--- src/rtl/axi_arb_pkg.sv ---
// Shared types and bus widths for the 2:1 AXI arbiter.
// Latency: n/a (types and constants only).
// Backpressure: n/a.
package axi_arb_pkg;

  localparam int ADDR_W = 32;
  localparam int DATA_W = 128;
  localparam int STRB_W = 16;

  typedef enum logic [1:0] {R_IDLE, R_ADDR, R_DATA} rd_state_t;
  typedef enum logic [1:0] {W_IDLE, W_ADDR, W_DATA, W_RESP} wr_state_t;

  // Grant encoding: 0 = M0 (instruction fetch), 1 = M1 (data cache).
  typedef logic gnt_t;
  localparam gnt_t GNT_M0 = 1'b0;
  localparam gnt_t GNT_M1 = 1'b1;

endpackage

--- src/rtl/AXIR.sv ---
// AXI read-side bundle (AR + R channels) between an initiator and a target.
// Latency: n/a (wiring only).
// Backpressure: plain AXI VALID/READY on both channels.
interface AXIR #(parameter int LEN_W = 8);
  import axi_arb_pkg::*;

  logic [ADDR_W-1:0] araddr;
  logic [LEN_W-1:0]  arlen;
  logic              arvalid;
  logic              arready;
  logic [DATA_W-1:0] rdata;
  logic              rlast;
  logic              rvalid;
  logic              rready;

  modport target (input  araddr, arlen, arvalid, rready,
                  output arready, rdata, rlast, rvalid);
  modport init   (output araddr, arlen, arvalid, rready,
                  input  arready, rdata, rlast, rvalid);
endinterface

--- src/rtl/AXIW.sv ---
// AXI write-side bundle (AW + W + B channels) between an initiator and a target.
// Latency: n/a (wiring only).
// Backpressure: plain AXI VALID/READY on all three channels.
interface AXIW #(parameter int LEN_W = 8);
  import axi_arb_pkg::*;

  logic [ADDR_W-1:0] awaddr;
  logic [LEN_W-1:0]  awlen;
  logic              awvalid;
  logic              awready;
  logic [DATA_W-1:0] wdata;
  logic [STRB_W-1:0] wstrb;
  logic              wlast;
  logic              wvalid;
  logic              wready;
  logic [1:0]        bresp;
  logic              bvalid;
  logic              bready;

  modport target (input  awaddr, awlen, awvalid, wdata, wstrb, wlast, wvalid, bready,
                  output awready, wready, bresp, bvalid);
  modport init   (output awaddr, awlen, awvalid, wdata, wstrb, wlast, wvalid, bready,
                  input  awready, wready, bresp, bvalid);
endinterface

--- src/rtl/arb_pick2.sv ---
// Two-way winner select for one arbitration point (read or write).
// Latency: purely combinational.
// Backpressure: none; the caller only samples winner while idle.
// Ports: req[1:0] request vector (bit n = Mn), last = previous tie winner,
//        winner = selected master. Macro AXI_ARB_RR_EN selects round-robin
//        on ties; otherwise M0 always wins ties.
module arb_pick2
  import axi_arb_pkg::*;
(
  input  logic [1:0] req,
  input  gnt_t       last,
  output gnt_t       winner
);

`ifdef AXI_ARB_RR_EN
  // On a tie the master that did not win the previous tie goes next.
  assign winner = (req == 2'b11) ? gnt_t'(~last) : gnt_t'(req[1]);
`else
  logic unused_last;
  assign unused_last = last;
  // M0 wins whenever it requests; M1 only when alone.
  assign winner = gnt_t'(req[1] & ~req[0]);
`endif

endmodule

--- src/rtl/axi_arbiter_2to1.sv ---
// Shares one AXI target between M0 (ifetch) and M1 (dcache); read and write arbitrated independently.
// Latency: one idle bubble before address; min 3 cycles single-beat read, 4 cycles single-beat write.
// Backpressure: grant held for the whole transaction; the loser sees READY/VALID = 0 until the FSM returns to idle.
// Ports: CLK, RSTn (async active-low); M0R/M1R/M0W/M1W target-side masters;
//        SR/SW initiator-side to memory. Macro AXI_ARB_RR_EN enables round-robin ties.
module axi_arbiter_2to1
  import axi_arb_pkg::*;
#(
  parameter int LEN_W = 8
)(
  input logic  CLK,
  input logic  RSTn,
  AXIR.target  M0R,
  AXIR.target  M1R,
  AXIW.target  M0W,
  AXIW.target  M1W,
  AXIR.init    SR,
  AXIW.init    SW
);

  // ---------------------------------------------------------------- read side
  rd_state_t r_st;
  gnt_t      r_gnt;
  gnt_t      r_win;
  gnt_t      r_last;
  logic      r_req_any;
  logic      r_tie;
  logic      ar_est;
  logic      r_est;

  assign r_req_any = M0R.arvalid | M1R.arvalid;
  assign r_tie     = M0R.arvalid & M1R.arvalid;

`ifdef AXI_ARB_RR_EN
  gnt_t rr_r;
  assign r_last = rr_r;
  // Only ties move the round-robin pointer.
  always_ff @(posedge CLK or negedge RSTn) begin
    if (!RSTn)
      rr_r <= GNT_M1;
    else if (r_st == R_IDLE && r_tie)
      rr_r <= r_win;
  end
`else
  logic unused_r_tie;
  assign unused_r_tie = r_tie;
  assign r_last = GNT_M0;
`endif

  arb_pick2 u_pick_r (
    .req    ({M1R.arvalid, M0R.arvalid}),
    .last   (r_last),
    .winner (r_win)
  );

  always_ff @(posedge CLK or negedge RSTn) begin
    if (!RSTn) begin
      r_st  <= R_IDLE;
      r_gnt <= GNT_M0;
    end else begin
      case (r_st)
        R_IDLE: if (r_req_any) begin
          r_gnt <= r_win;
          r_st  <= R_ADDR;
        end
        R_ADDR: if (ar_est) r_st <= R_DATA;
        R_DATA: if (r_est && SR.rlast) r_st <= R_IDLE;
        default: r_st <= R_IDLE;
      endcase
    end
  end

  // Grant mux: payload is muxed freely, handshakes are qualified by state so
  // nothing leaks through while idle.
  assign SR.araddr  = r_gnt ? M1R.araddr : M0R.araddr;
  assign SR.arlen   = r_gnt ? M1R.arlen  : M0R.arlen;
  assign SR.arvalid = (r_st == R_ADDR) & (r_gnt ? M1R.arvalid : M0R.arvalid);
  assign SR.rready  = (r_st == R_DATA) & (r_gnt ? M1R.rready  : M0R.rready);

  assign ar_est = SR.arvalid & SR.arready;
  assign r_est  = SR.rvalid  & SR.rready;

  assign M0R.arready = (r_st == R_ADDR) & (r_gnt == GNT_M0) & SR.arready;
  assign M1R.arready = (r_st == R_ADDR) & (r_gnt == GNT_M1) & SR.arready;
  assign M0R.rvalid  = (r_st == R_DATA) & (r_gnt == GNT_M0) & SR.rvalid;
  assign M1R.rvalid  = (r_st == R_DATA) & (r_gnt == GNT_M1) & SR.rvalid;
  // Data/last are broadcast; only the granted master sees RVALID.
  assign M0R.rdata   = SR.rdata;
  assign M1R.rdata   = SR.rdata;
  assign M0R.rlast   = SR.rlast;
  assign M1R.rlast   = SR.rlast;

  // --------------------------------------------------------------- write side
  wr_state_t        w_st;
  gnt_t             w_gnt;
  gnt_t             w_win;
  gnt_t             w_last;
  logic [LEN_W-1:0] w_cnt;
  logic             w_req_any;
  logic             w_tie;
  logic             aw_est;
  logic             w_est;
  logic             b_est;

  assign w_req_any = M0W.awvalid | M1W.awvalid;
  assign w_tie     = M0W.awvalid & M1W.awvalid;

`ifdef AXI_ARB_RR_EN
  gnt_t rr_w;
  assign w_last = rr_w;
  always_ff @(posedge CLK or negedge RSTn) begin
    if (!RSTn)
      rr_w <= GNT_M1;
    else if (w_st == W_IDLE && w_tie)
      rr_w <= w_win;
  end
`else
  logic unused_w_tie;
  assign unused_w_tie = w_tie;
  assign w_last = GNT_M0;
`endif

  arb_pick2 u_pick_w (
    .req    ({M1W.awvalid, M0W.awvalid}),
    .last   (w_last),
    .winner (w_win)
  );

  // Burst length comes from AWLEN, not WLAST: the target's beat count is
  // what the response depends on, and WLAST is just forwarded.
  always_ff @(posedge CLK or negedge RSTn) begin
    if (!RSTn) begin
      w_st  <= W_IDLE;
      w_gnt <= GNT_M0;
      w_cnt <= '0;
    end else begin
      case (w_st)
        W_IDLE: if (w_req_any) begin
          w_gnt <= w_win;
          w_st  <= W_ADDR;
        end
        W_ADDR: if (aw_est) begin
          w_cnt <= SW.awlen;
          w_st  <= W_DATA;
        end
        W_DATA: if (w_est) begin
          if (w_cnt == '0)
            w_st <= W_RESP;
          else
            w_cnt <= w_cnt - 1'b1;
        end
        W_RESP: if (b_est) w_st <= W_IDLE;
        default: w_st <= W_IDLE;
      endcase
    end
  end

  assign SW.awaddr  = w_gnt ? M1W.awaddr : M0W.awaddr;
  assign SW.awlen   = w_gnt ? M1W.awlen  : M0W.awlen;
  assign SW.awvalid = (w_st == W_ADDR) & (w_gnt ? M1W.awvalid : M0W.awvalid);
  assign SW.wdata   = w_gnt ? M1W.wdata  : M0W.wdata;
  assign SW.wstrb   = w_gnt ? M1W.wstrb  : M0W.wstrb;
  assign SW.wlast   = w_gnt ? M1W.wlast  : M0W.wlast;
  assign SW.wvalid  = (w_st == W_DATA) & (w_gnt ? M1W.wvalid : M0W.wvalid);
  assign SW.bready  = (w_st == W_RESP) & (w_gnt ? M1W.bready : M0W.bready);

  assign aw_est = SW.awvalid & SW.awready;
  assign w_est  = SW.wvalid  & SW.wready;
  assign b_est  = SW.bvalid  & SW.bready;

  assign M0W.awready = (w_st == W_ADDR) & (w_gnt == GNT_M0) & SW.awready;
  assign M1W.awready = (w_st == W_ADDR) & (w_gnt == GNT_M1) & SW.awready;
  assign M0W.wready  = (w_st == W_DATA) & (w_gnt == GNT_M0) & SW.wready;
  assign M1W.wready  = (w_st == W_DATA) & (w_gnt == GNT_M1) & SW.wready;
  assign M0W.bvalid  = (w_st == W_RESP) & (w_gnt == GNT_M0) & SW.bvalid;
  assign M1W.bvalid  = (w_st == W_RESP) & (w_gnt == GNT_M1) & SW.bvalid;
  assign M0W.bresp   = SW.bresp;
  assign M1W.bresp   = SW.bresp;

endmodule

--- src/flat_wrapper.sv ---
// flat-port wrapper written by rule: the top's interface ports become plain ports
module axi_arbiter_2to1_flat import axi_arb_pkg::*;
#(
  parameter int LEN_W = 8
)
  (CLK, RSTn, M0R_araddr, M0R_arlen, M0R_arvalid, M0R_rready, M0R_arready, M0R_rdata, M0R_rlast, M0R_rvalid, M1R_araddr, M1R_arlen, M1R_arvalid, M1R_rready, M1R_arready, M1R_rdata, M1R_rlast, M1R_rvalid, M0W_awaddr, M0W_awlen, M0W_awvalid, M0W_wdata, M0W_wstrb, M0W_wlast, M0W_wvalid, M0W_bready, M0W_awready, M0W_wready, M0W_bresp, M0W_bvalid, M1W_awaddr, M1W_awlen, M1W_awvalid, M1W_wdata, M1W_wstrb, M1W_wlast, M1W_wvalid, M1W_bready, M1W_awready, M1W_wready, M1W_bresp, M1W_bvalid, SR_araddr, SR_arlen, SR_arvalid, SR_rready, SR_arready, SR_rdata, SR_rlast, SR_rvalid, SW_awaddr, SW_awlen, SW_awvalid, SW_wdata, SW_wstrb, SW_wlast, SW_wvalid, SW_bready, SW_awready, SW_wready, SW_bresp, SW_bvalid);
  AXIR #(.LEN_W(LEN_W)) M0R_i ();
  AXIR #(.LEN_W(LEN_W)) M1R_i ();
  AXIW #(.LEN_W(LEN_W)) M0W_i ();
  AXIW #(.LEN_W(LEN_W)) M1W_i ();
  AXIR #(.LEN_W(LEN_W)) SR_i ();
  AXIW #(.LEN_W(LEN_W)) SW_i ();
  input logic CLK;
  input logic RSTn;
  input wire logic [$bits(M0R_i.araddr)-1:0] M0R_araddr;
  input wire logic [$bits(M0R_i.arlen)-1:0] M0R_arlen;
  input wire logic [$bits(M0R_i.arvalid)-1:0] M0R_arvalid;
  input wire logic [$bits(M0R_i.rready)-1:0] M0R_rready;
  output wire logic [$bits(M0R_i.arready)-1:0] M0R_arready;
  output wire logic [$bits(M0R_i.rdata)-1:0] M0R_rdata;
  output wire logic [$bits(M0R_i.rlast)-1:0] M0R_rlast;
  output wire logic [$bits(M0R_i.rvalid)-1:0] M0R_rvalid;
  input wire logic [$bits(M1R_i.araddr)-1:0] M1R_araddr;
  input wire logic [$bits(M1R_i.arlen)-1:0] M1R_arlen;
  input wire logic [$bits(M1R_i.arvalid)-1:0] M1R_arvalid;
  input wire logic [$bits(M1R_i.rready)-1:0] M1R_rready;
  output wire logic [$bits(M1R_i.arready)-1:0] M1R_arready;
  output wire logic [$bits(M1R_i.rdata)-1:0] M1R_rdata;
  output wire logic [$bits(M1R_i.rlast)-1:0] M1R_rlast;
  output wire logic [$bits(M1R_i.rvalid)-1:0] M1R_rvalid;
  input wire logic [$bits(M0W_i.awaddr)-1:0] M0W_awaddr;
  input wire logic [$bits(M0W_i.awlen)-1:0] M0W_awlen;
  input wire logic [$bits(M0W_i.awvalid)-1:0] M0W_awvalid;
  input wire logic [$bits(M0W_i.wdata)-1:0] M0W_wdata;
  input wire logic [$bits(M0W_i.wstrb)-1:0] M0W_wstrb;
  input wire logic [$bits(M0W_i.wlast)-1:0] M0W_wlast;
  input wire logic [$bits(M0W_i.wvalid)-1:0] M0W_wvalid;
  input wire logic [$bits(M0W_i.bready)-1:0] M0W_bready;
  output wire logic [$bits(M0W_i.awready)-1:0] M0W_awready;
  output wire logic [$bits(M0W_i.wready)-1:0] M0W_wready;
  output wire logic [$bits(M0W_i.bresp)-1:0] M0W_bresp;
  output wire logic [$bits(M0W_i.bvalid)-1:0] M0W_bvalid;
  input wire logic [$bits(M1W_i.awaddr)-1:0] M1W_awaddr;
  input wire logic [$bits(M1W_i.awlen)-1:0] M1W_awlen;
  input wire logic [$bits(M1W_i.awvalid)-1:0] M1W_awvalid;
  input wire logic [$bits(M1W_i.wdata)-1:0] M1W_wdata;
  input wire logic [$bits(M1W_i.wstrb)-1:0] M1W_wstrb;
  input wire logic [$bits(M1W_i.wlast)-1:0] M1W_wlast;
  input wire logic [$bits(M1W_i.wvalid)-1:0] M1W_wvalid;
  input wire logic [$bits(M1W_i.bready)-1:0] M1W_bready;
  output wire logic [$bits(M1W_i.awready)-1:0] M1W_awready;
  output wire logic [$bits(M1W_i.wready)-1:0] M1W_wready;
  output wire logic [$bits(M1W_i.bresp)-1:0] M1W_bresp;
  output wire logic [$bits(M1W_i.bvalid)-1:0] M1W_bvalid;
  output wire logic [$bits(SR_i.araddr)-1:0] SR_araddr;
  output wire logic [$bits(SR_i.arlen)-1:0] SR_arlen;
  output wire logic [$bits(SR_i.arvalid)-1:0] SR_arvalid;
  output wire logic [$bits(SR_i.rready)-1:0] SR_rready;
  input wire logic [$bits(SR_i.arready)-1:0] SR_arready;
  input wire logic [$bits(SR_i.rdata)-1:0] SR_rdata;
  input wire logic [$bits(SR_i.rlast)-1:0] SR_rlast;
  input wire logic [$bits(SR_i.rvalid)-1:0] SR_rvalid;
  output wire logic [$bits(SW_i.awaddr)-1:0] SW_awaddr;
  output wire logic [$bits(SW_i.awlen)-1:0] SW_awlen;
  output wire logic [$bits(SW_i.awvalid)-1:0] SW_awvalid;
  output wire logic [$bits(SW_i.wdata)-1:0] SW_wdata;
  output wire logic [$bits(SW_i.wstrb)-1:0] SW_wstrb;
  output wire logic [$bits(SW_i.wlast)-1:0] SW_wlast;
  output wire logic [$bits(SW_i.wvalid)-1:0] SW_wvalid;
  output wire logic [$bits(SW_i.bready)-1:0] SW_bready;
  input wire logic [$bits(SW_i.awready)-1:0] SW_awready;
  input wire logic [$bits(SW_i.wready)-1:0] SW_wready;
  input wire logic [$bits(SW_i.bresp)-1:0] SW_bresp;
  input wire logic [$bits(SW_i.bvalid)-1:0] SW_bvalid;
  assign M0R_i.araddr = M0R_araddr;
  assign M0R_i.arlen = M0R_arlen;
  assign M0R_i.arvalid = M0R_arvalid;
  assign M0R_i.rready = M0R_rready;
  assign M0R_arready = M0R_i.arready;
  assign M0R_rdata = M0R_i.rdata;
  assign M0R_rlast = M0R_i.rlast;
  assign M0R_rvalid = M0R_i.rvalid;
  assign M1R_i.araddr = M1R_araddr;
  assign M1R_i.arlen = M1R_arlen;
  assign M1R_i.arvalid = M1R_arvalid;
  assign M1R_i.rready = M1R_rready;
  assign M1R_arready = M1R_i.arready;
  assign M1R_rdata = M1R_i.rdata;
  assign M1R_rlast = M1R_i.rlast;
  assign M1R_rvalid = M1R_i.rvalid;
  assign M0W_i.awaddr = M0W_awaddr;
  assign M0W_i.awlen = M0W_awlen;
  assign M0W_i.awvalid = M0W_awvalid;
  assign M0W_i.wdata = M0W_wdata;
  assign M0W_i.wstrb = M0W_wstrb;
  assign M0W_i.wlast = M0W_wlast;
  assign M0W_i.wvalid = M0W_wvalid;
  assign M0W_i.bready = M0W_bready;
  assign M0W_awready = M0W_i.awready;
  assign M0W_wready = M0W_i.wready;
  assign M0W_bresp = M0W_i.bresp;
  assign M0W_bvalid = M0W_i.bvalid;
  assign M1W_i.awaddr = M1W_awaddr;
  assign M1W_i.awlen = M1W_awlen;
  assign M1W_i.awvalid = M1W_awvalid;
  assign M1W_i.wdata = M1W_wdata;
  assign M1W_i.wstrb = M1W_wstrb;
  assign M1W_i.wlast = M1W_wlast;
  assign M1W_i.wvalid = M1W_wvalid;
  assign M1W_i.bready = M1W_bready;
  assign M1W_awready = M1W_i.awready;
  assign M1W_wready = M1W_i.wready;
  assign M1W_bresp = M1W_i.bresp;
  assign M1W_bvalid = M1W_i.bvalid;
  assign SR_araddr = SR_i.araddr;
  assign SR_arlen = SR_i.arlen;
  assign SR_arvalid = SR_i.arvalid;
  assign SR_rready = SR_i.rready;
  assign SR_i.arready = SR_arready;
  assign SR_i.rdata = SR_rdata;
  assign SR_i.rlast = SR_rlast;
  assign SR_i.rvalid = SR_rvalid;
  assign SW_awaddr = SW_i.awaddr;
  assign SW_awlen = SW_i.awlen;
  assign SW_awvalid = SW_i.awvalid;
  assign SW_wdata = SW_i.wdata;
  assign SW_wstrb = SW_i.wstrb;
  assign SW_wlast = SW_i.wlast;
  assign SW_wvalid = SW_i.wvalid;
  assign SW_bready = SW_i.bready;
  assign SW_i.awready = SW_awready;
  assign SW_i.wready = SW_wready;
  assign SW_i.bresp = SW_bresp;
  assign SW_i.bvalid = SW_bvalid;
  axi_arbiter_2to1 #(.LEN_W(LEN_W)) u_core (.CLK(CLK), .RSTn(RSTn), .M0R(M0R_i), .M1R(M1R_i), .M0W(M0W_i), .M1W(M1W_i), .SR(SR_i), .SW(SW_i));
endmodule
--- config.mk ---
export PLATFORM = sky130hd
export DESIGN_NAME = axi_arbiter_2to1_flat
export DESIGN_NICKNAME = d
export VERILOG_FILES = /design/src/rtl/axi_arb_pkg.sv /design/src/rtl/AXIR.sv /design/src/rtl/AXIW.sv /design/src/rtl/arb_pick2.sv /design/src/rtl/axi_arbiter_2to1.sv /design/src/flat_wrapper.sv
export SDC_FILE = /design/constraint.sdc
export NUM_CORES = 1
export LEC_CHECK = 0
export BUFFER_PORTS_ARGS = -buffer_cell sky130_fd_sc_hd__clkbuf_2
export CORE_AREA = 2 2 430 432
export DETAILED_ROUTE_END_ITERATION = 8
export DIE_AREA = 0 0 432 434
export HOLD_SLACK_MARGIN = 0.15
export PLACE_DENSITY = 0.3
export SLEW_MARGIN = 5
export SYNTH_ARGS = -nofsm -noshare
export SYNTH_HDL_FRONTEND = slang
export SYNTH_HIERARCHICAL = 1
export SYNTH_SLANG_ARGS = --single-unit
--- constraint.sdc ---
create_clock -name CLK -period 2.26 [get_ports CLK]
set_clock_uncertainty 0.1 [all_clocks]
set_input_delay 0.452 -clock CLK [delete_from_list [all_inputs] [get_ports CLK]]
set_output_delay 0.452 -clock CLK [all_outputs]
set_load 0.005 [all_outputs]
# After elaboration in Yosys (flattened, before gate mapping)
# Index checks and enable logic that the tools add are counted.
[word_totals]
regBits = 14
input_bits = 598
output_inout_bits = 502
wordCells = 94
[classes]
add_sub_neg = 1
n_eq_ne = 14
n_mux = 26
bitwise_logic = 38
n_reduce_logical = 10
[ops]
columns = ["cell", "count"]
rows = [
  ["$mux W128", 1],
  ["$mux W32", 2],
  ["$mux W8", 5],
  ["$and A1 B1 Y1", 32],
  ["$mux W16", 1],
  ["$mux W2", 8],
  ["$ne A2 B1 Y1 const B", 8],
  ["$pmux W8 S2", 1],
  ["$logic_not A8 Y1", 1],
  ["$pmux W2 S4", 1],
  ["$sub A8 B1 Y8 const B", 1],
  ["$eq A2 B2 Y1 const B", 3],
  ["$mux W1", 6],
  ["$pmux W2 S3", 1],
  ["$reduce_and A5 Y1", 1],
  ["$eq A2 B1 Y1 const B", 2],
  ["$logic_not A2 Y1", 2],
  ["$not A1 Y1", 4],
  ["$reduce_and A2 Y1", 2],
  ["$reduce_and A4 Y1", 1],
  ["$reduce_and A3 Y1", 1],
  ["$ne A2 B2 Y1 const B", 1],
  ["$or A1 B1 Y1", 2],
  ["$reduce_bool A2 Y1", 1],
  ["$logic_and A1 B1 Y1", 1],
]

# Logic depth before layout (Yosys ltp)
# Gate-level depths: netlist of the first run.
[logic_depth]
word_depth = 6
mapped_depth = 8
ltp_nobuf = 6

# Modules after synthesis
# Netlist of the first run, hierarchy kept.
[by_module_without_submodules]
columns = ["module", "n_inst", "cells_each", "area_each_um2"]
rows = [
  ["axi_arbiter_2to1", 1, 642, 5821.8],
  ["arb_pick2", 2, 1, 13.8],
]

# Worst setup path before layout of the first run
# No wires, ideal clock.
[synth_path]
path_kind = "reg2out"
start = "register u_core.w_gnt"
end = "output SW_wstrb[12]"
arrival_time_ps = 1376
path_slack_ps = 332
stages_incl_launch_ff = 6
n_path_buf = 4
path_cell_list = "dfrtp_1 > buf_6 > buf_2 > buf_2 > buf_2 > mux2_2"
[synth_via]
elab_chain_len = 1
[synth_lines]
columns = ["element", "line_no", "text"]
rows = [
  ["start: declaration", "axi_arbiter_2to1.sv:95", "gnt_t w_gnt;"],
  ["start signal: assignment", "axi_arbiter_2to1.sv:139", "w_gnt <= w_win;"],
  ["$mux W16", "axi_arbiter_2to1.sv:162", "assign SW.wstrb = w_gnt ? M1W.wstrb : M0W.wstrb;"],
  ["end: declaration", "flat_wrapper.sv:67", "output wire logic [$bits(SW_i.wstrb)-1:0] SW_wstrb;"],
]
# No other way between the ends.

# Final worst setup path of the first run
[layout_path]
start = "register u_core.w_gnt"
end = "output SW_wdata[79]"
[layout_via]
elab_chain_len = 1
[layout_lines]
columns = ["element", "line_no", "text"]
rows = [
  ["$mux W128", "axi_arbiter_2to1.sv:161", "assign SW.wdata = w_gnt ? M1W.wdata : M0W.wdata;"],
  ["end: declaration", "flat_wrapper.sv:66", "output wire logic [$bits(SW_i.wdata)-1:0] SW_wdata;"],
]
# No other way between the ends.

==> impl_results.md, run 1 <==
* Outcome: finished, violations left
* Failing checks: setup timing
* Share of layout cells above drive strength 1 at 90.7%
* Setup Viol. Count Final at 74
* Fin. Hold Viols at 0
* Synth Instances at 643
* Drt total wl at 125000 um
* Post-DP HPWL at 116000 um
* Critical path endpoint category: output port
* Post-Syn Area at 0.00585 mm2
* Largest net degree at the start of global routing at 36
* CP Data Required Time at 1.71 ns
* M1 WL at 40900 um
* Relative slew slack at 60.3%
* Vias in the first global route at 7233
* # IOs at 1100
* Setup Crit Path Kind: reg2out
* Site row count at 157
* Top Layer Used: met5
* Final min period at 2.36 ns
* Routed wl met3 at 24700 um
* DR vias at 7844
* Synth warnings at 6
* Clock Pin Slew Worst Setup and Hold Paths at 0.07 ns
* Via density per instance at 2.23
* Pre-Repair DR Iteration Count at 4
* ANT nets after route at 0
* CP startpoint kind: register
* Initial antenna violation count at 119
* Die area at 0.187 mm2
* Mapped Nets at 1247
* Mean post-synth cell area at 9.09 um2
* Post-layout nets at 1725
* Die height at 434 um
* Final WS setup at -0.0987 ns
* Placer Congestion at 1.09
* DR DRC count at 0
* Htree depth at 1
* Met2 routed WL at 57000 um
* Tightest Pin Transition at 0.596 ns
* Tcrit/Tclk final at 104%
* CTS tree: done
* CTS Root Cell: clkbuf_16
* Total clock sinks at 14
* FMAX at 424 MHz
* FILL cells at 21600
* Grt ovf at 0
* IO buf count at 709
* Core area at 0.182 mm2
* Final Power at 11.1 mW
* Cell Pwr Density at 934 mW/mm2
* Area post-placement at 0.0105 mm2
* Peak supply drop at 0.282 mV
* CP Max Fanout at 8
* Max-capacitance violation count at 0
* Final Core Density at 6.50%
* Area growth from synthesis to layout at 103%
* Tot GR Track Use at 12.4%
* Clk_lat worst skew at 0.27 ns
* Initial Util at 3.20%
* First-pass GRT wire length at 137000 um
* Cts bufs inserted at 3
* Design area at 0.0119 mm2
* DR WL/cell at 35.5 um
* Max Buffers Root-to-Sink at 2
* Pleak at 5.10 nW
* Die span in x at 432 um
* RSZ-0062 raised after global routing: yes
* Critical path arrival at 1.81 ns
* Max Transition Viols Final at 0
* Hold Path Class: in2reg
* Starting DRT DRC Count at 510
==> what timing repair did <==
action | in CTS | in global routing
gates cloned | 4 | 7
hold buffers | 1 | 0
setup endpoints to repair | 189 | 134
endpoints found under the hold margin | 14 | 0
buffers inserted | 19 | 8
resized for setup | 112 | 114
==> report_power, final <==
group / switching, mW / total [mW] / internal (mW)
clock network: 0.167 / 0.438 / 0.271
logic: 5.25 / 10.1 / 4.82
registers: 0.178 / 0.563 / 0.385
==> routing by layer <==
layer / GRT usage [%] / vias up
met5: 0.260 / -
met4: 1.18 / 52
met3: 11.2 / 229
met2: 20.3 / 1049
met1: 12.0 / 3582
li1: - / 2932
==> metrics by stage <==
stage | setup slack, ns | TNS (ns) | cells | hold slack, ns
6_report | -0.0987 | -3.31 | 3519 | 0.388
2_1_floorplan | 0.332 | 0 | 643 | 0.0564
4_1_cts | -0.165 | -7.27 | 3492 | 0.367
3_3_place_gp | 0.0252 | 0 | 3465 | 0.398
5_1_grt | -0.150 | -8.86 | 3509 | 0.414
3_5_place_dp | 0.0201 | 0 | 3465 | 0.398
==> cell type report <==
cell class,count,area [um2],share of cell area [%]
Timing Repair Buffer,767,4810,40.6
Sequential cell,14,355,3.00
Antenna cell,14,35.0,0.296
Multi-Input combinational cell,324,3540,29.9
Clock buffer,4,88.8,0.749
Inverter,11,41.3,0.348
Tap cell,2385,2980,25.2
==> registers in the layout (all words and copies together), names as in the netlist <==
name          count
u_core/w_cnt      8
u_core/w_st       2
u_core/r_gnt      1
u_core/w_gnt      1
u_core/r_st       2
==> path summary, 6_finish.rpt <==
path | from | to | slack (ns) | depth (start not counted)
max in group asynchronous | RSTn | u_core/w_gnt | 0.92 | 2
min | M1R_arvalid | u_core/r_st[0] | 0.39 | 3
max | u_core/w_gnt | SW_wdata[79] | -0.1 | 5
min in group asynchronous | RSTn | u_core/w_cnt[0] | 0.70 | 2
max reg2reg | u_core/w_gnt | u_core/w_st[1] | 0.16 | 6
min reg2reg | u_core/r_st[1] | u_core/r_st[0] | 0.42 | 1
==> critical path, stage by stage, from the launching register on <==
cell and delay, ns:
dfrtp_4 0.52, buf_16 0.17, buf_16 0.17, buf_12 0.15, mux2_4 0.35, clkbuf_2 0.14
==> cells in the final DEF (no fill, tap or decap), types with 12 or more instances in the layout <==
cell type / count
clkbuf_2: 648
mux2_2: 169
mux2_4: 58
buf_4: 35
buf_6: 19
buf_8: 17
diode_2: 14
nor2_1: 13
buf_12: 12
dfrtp_1: 12
(Power assumes the default switching activity.)
==> run 2: changes to the inputs <==
--- a/config.mk
+++ b/config.mk
@@ -5,10 +5,11 @@
 export SDC_FILE = /design/constraint.sdc
 export NUM_CORES = 1
 export LEC_CHECK = 0
+export ABC_AREA = 1
 export BUFFER_PORTS_ARGS = -buffer_cell sky130_fd_sc_hd__clkbuf_2
-export CORE_AREA = 2 2 430 432
+export CORE_AREA = 2 2 434 436
 export DETAILED_ROUTE_END_ITERATION = 8
-export DIE_AREA = 0 0 432 434
+export DIE_AREA = 0 0 436 438
 export HOLD_SLACK_MARGIN = 0.15
 export PLACE_DENSITY = 0.3
 export SLEW_MARGIN = 5
==> impl_results.md, run 2 <==
* DR vias at 9650 (was 7844)
* Max Buffers Root-to-Sink at 2 (unchanged)
* Min-Delay Endpoint: u_core/r_st[1] (was u_core/r_st[0])
* Post-DP HPWL at 102000 um (was 116000 um)
* Tcrit/Tclk final at 100% (was 104%)
* Dpl cells at 4083 (was 3465)
* RSZ-0062 raised after global routing: yes (unchanged)
* Mean post-synth cell area at 5.08 um2 (was 9.09 um2)
* Starting DRT DRC Count at 637 (was 510)
* Htree depth at 1 (unchanged)
* Critical path endpoint category: output port (unchanged)
* Die area at 0.191 mm2 (was 0.187 mm2)
* Most frequent cells in the layout: nand2_1 (641), clkbuf_2 (617), nand2_2 (68) (was clkbuf_2 (648), mux2_2 (169), mux2_4 (58))
* Clk_lat worst skew at 0.27 ns (about the same)
* Cts bufs inserted at 3 (unchanged)
* Core area at 0.187 mm2 (was 0.182 mm2)
* Min-delay src: SR_arready (was M1R_arvalid)
* Initial antenna violation count at 105 (was 119)
* Post-layout nets at 2222 (was 1725)
* Total clock sinks at 14 (unchanged)
* Final min period at 2.27 ns (was 2.36 ns)
* Area growth from synthesis to layout at 106% (was 103%)
* Fin. Hold Viols at 0 (unchanged)
* Die span in x at 436 um (was 432 um)
* Pre-Repair DR Iteration Count at 5 (was 4)
* CTS tree: done (unchanged)
* Flop pwr share at 4.2% (was 5.1%)
* Tot GR Track Use at 10.8% (was 12.4%)
* Site row count at 159 (was 157)
* Most flop-heavy register: u_core/w_cnt (unchanged)
* Setup Crit Path Kind: reg2out (unchanged)
* FMAX at 441 MHz (was 424 MHz)
* Cell Pwr Density at 1100 mW/mm2 (was 934 mW/mm2)
* Placer Congestion at 0.909 (was 1.09)
* Largest net degree at the start of global routing at 46 (was 36)
* # IOs at 1100 (unchanged)
* Reg2reg start: u_core/w_gnt (unchanged)
* Synth Instances at 1173 (was 643)
* Reg2reg end: u_core/w_st[1] (unchanged)
* Setup slack, reg-to-reg at 0.23 ns (was 0.16 ns)
* Mapped Nets at 1777 (was 1247)
* Share of layout cells above drive strength 1 at 54.1% (was 90.7%)
* Pleak at 6.28 nW (was 5.10 nW)
* Fin cells at 4123 (was 3519)
* Comb pwr share at 92.7% (was 91.0%)
* DR WL/cell at 26.8 um (was 35.5 um)
* Drt total wl at 110000 um (was 125000 um)
* P_sw at 8.01 mW (was 5.60 mW)
* Depth of the worst register-to-register path at 11 (was 6)
* Die height at 438 um (was 434 um)
* Outcome: finished, violations left (unchanged)
* Failing checks: setup timing (unchanged)
* Synth warnings at 6 (unchanged)
* Leading cell type in the layout, fill and taps excluded: nand2_1 (was clkbuf_2)
* Setup Viol. Count Final at 1 (was 74)
* CTS Root Cell: clkbuf_16 (unchanged)
* Sw Ratio at 59.2% (was 50.5%)
* Aggregate negative setup slack at -0.0101 ns (was -3.31 ns)
* CP startpoint kind: register (unchanged)
* Peak supply drop at 0.347 mV (was 0.282 mV)
* Tightest Pin Transition at 0.515 ns (was 0.596 ns)
* WHS Path Cells at 3 (unchanged)
* Post-Syn Area at 0.00596 mm2 (was 0.00585 mm2)
* CP Max Fanout at 11 (was 8)
* Max Transition Viols Final at 0 (unchanged)
* Final Core Density at 6.57% (was 6.50%)
* IO buf count at 709 (unchanged)
* Grt ovf at 0 (unchanged)
* Clock Pin Slew Worst Setup and Hold Paths at 0.06 ns (was 0.07 ns)
* Initial Util at 3.19% (was 3.20%)
* Internal Power at 5.51 mW (was 5.48 mW)
* Final WS setup at -0.0101 ns (was -0.0987 ns)
* First-pass GRT wire length at 126000 um (was 137000 um)
* Largest register FFs at 8 (unchanged)
* CP Data Required Time at 1.71 ns (about the same)
* ANT nets after route at 0 (unchanged)
* Max-capacitance violation count at 0 (unchanged)
* Largest registers: u_core/w_cnt: 8 flops, u_core/r_st: 2 flops, u_core/w_st: 2 flops (unchanged)
* Hold Path Class: in2reg (unchanged)
* Clock Power Share at 3.2% (was 4.0%)
* Relative slew slack at 65.7% (was 60.3%)
* Vias in the first global route at 9079 (was 7233)
* Via density per instance at 2.34 (was 2.23)
* Critical path arrival at 1.72 ns (was 1.81 ns)
* DR DRC count at 0 (unchanged)
run 2: cell count changes in the layout (fill, tap and decap cells not counted), sizes merged, moves of 10 or more:
cell    delta
a21oi     +10
inv       +20
mux2     -228
clkbuf    -30
buf       +18
nand2    +723
nand3     +13
run 2: power groups by stage:
stage	logic (mW)	registers [mW]	clock network (mW)
finish	12.5	0.567	0.426
global route	13.7	0.586	0.465
CTS	11.5	0.568	0.455
detailed placement	10.5	0.556	0
global placement	10.6	0.561	0
floorplan	4.36	0.473	0
run 2: layout make-up:
cell class	instances	area, um2
multi-input cells	813	3630
repair buffers	755	4910
flip-flops and latches	14	355
clock buffers	4	88.8
well taps	2495	3120
diodes	11	27.5
inverters	31	129
fillers	22400	174000
run 2: worst max path at each step:
stage | slack (ns) | depth (start not counted) | endpoint | start
after floorplan | 0.60 | 5 | M0W_wready | u_core/w_st[0]
after global routing | -0.06 | 5 | SW_wdata[109] | u_core/w_gnt
after CTS | -0.06 | 5 | SW_wdata[74] | u_core/w_gnt
after detailed placement | -0.07 | 6 | SW_wstrb[9] | u_core/w_gnt
final | -0.01 | 6 | SW_wdata[28] | u_core/w_gnt
after global placement | -0.07 | 6 | SW_wstrb[9] | u_core/w_gnt
run 2: stage by stage:
step | total power, mW | hold slack [ns] | area (um2) | setup slack, ns
after floorplan | 4.83 | 0.0564 | 5960 | 0.598
after global placement | 11.2 | 0.358 | 10800 | -0.0707
after detailed placement | 11.1 | 0.356 | 10800 | -0.0710
after CTS | 12.5 | 0.317 | 11400 | -0.0571
after global routing | 14.8 | 0.343 | 12200 | -0.0567
final | 13.5 | 0.326 | 12300 | -0.0101
run 2: routing by layer:
metal | routed length [um] | vias to the layer above | GRT usage, % | part of all wire (%)
met2 | 54800 | 928 | 19.2 | 50
met1 | 35300 | 4289 | 10.2 | 32
met5 | 274 | - | 0.893 | 0.25
met3 | 16800 | 255 | 7.20 | 15
li1 | - | 4150 | - | -
met4 | 3210 | 28 | 2.08 | 2.9
run 2: repair_timing:
item | in CTS | in global routing
endpoints found under the hold margin | 14 | 0
hold buffers | 1 | 0
gates cloned | 3 | 9
pin swaps | 1 | 15
resized for setup | 100 | 235
setup endpoints to repair | 115 | 90
setup buffers | 8 | 4
run 2: critical path, cell delays in order, from the launching register on:
cell and delay, ns:
dfrtp_4 0.56, inv_12 0.17, buf_16 0.16, buf_16 0.16, nand2_1 0.17, nand2_1 0.10
clkbuf_2 0.11
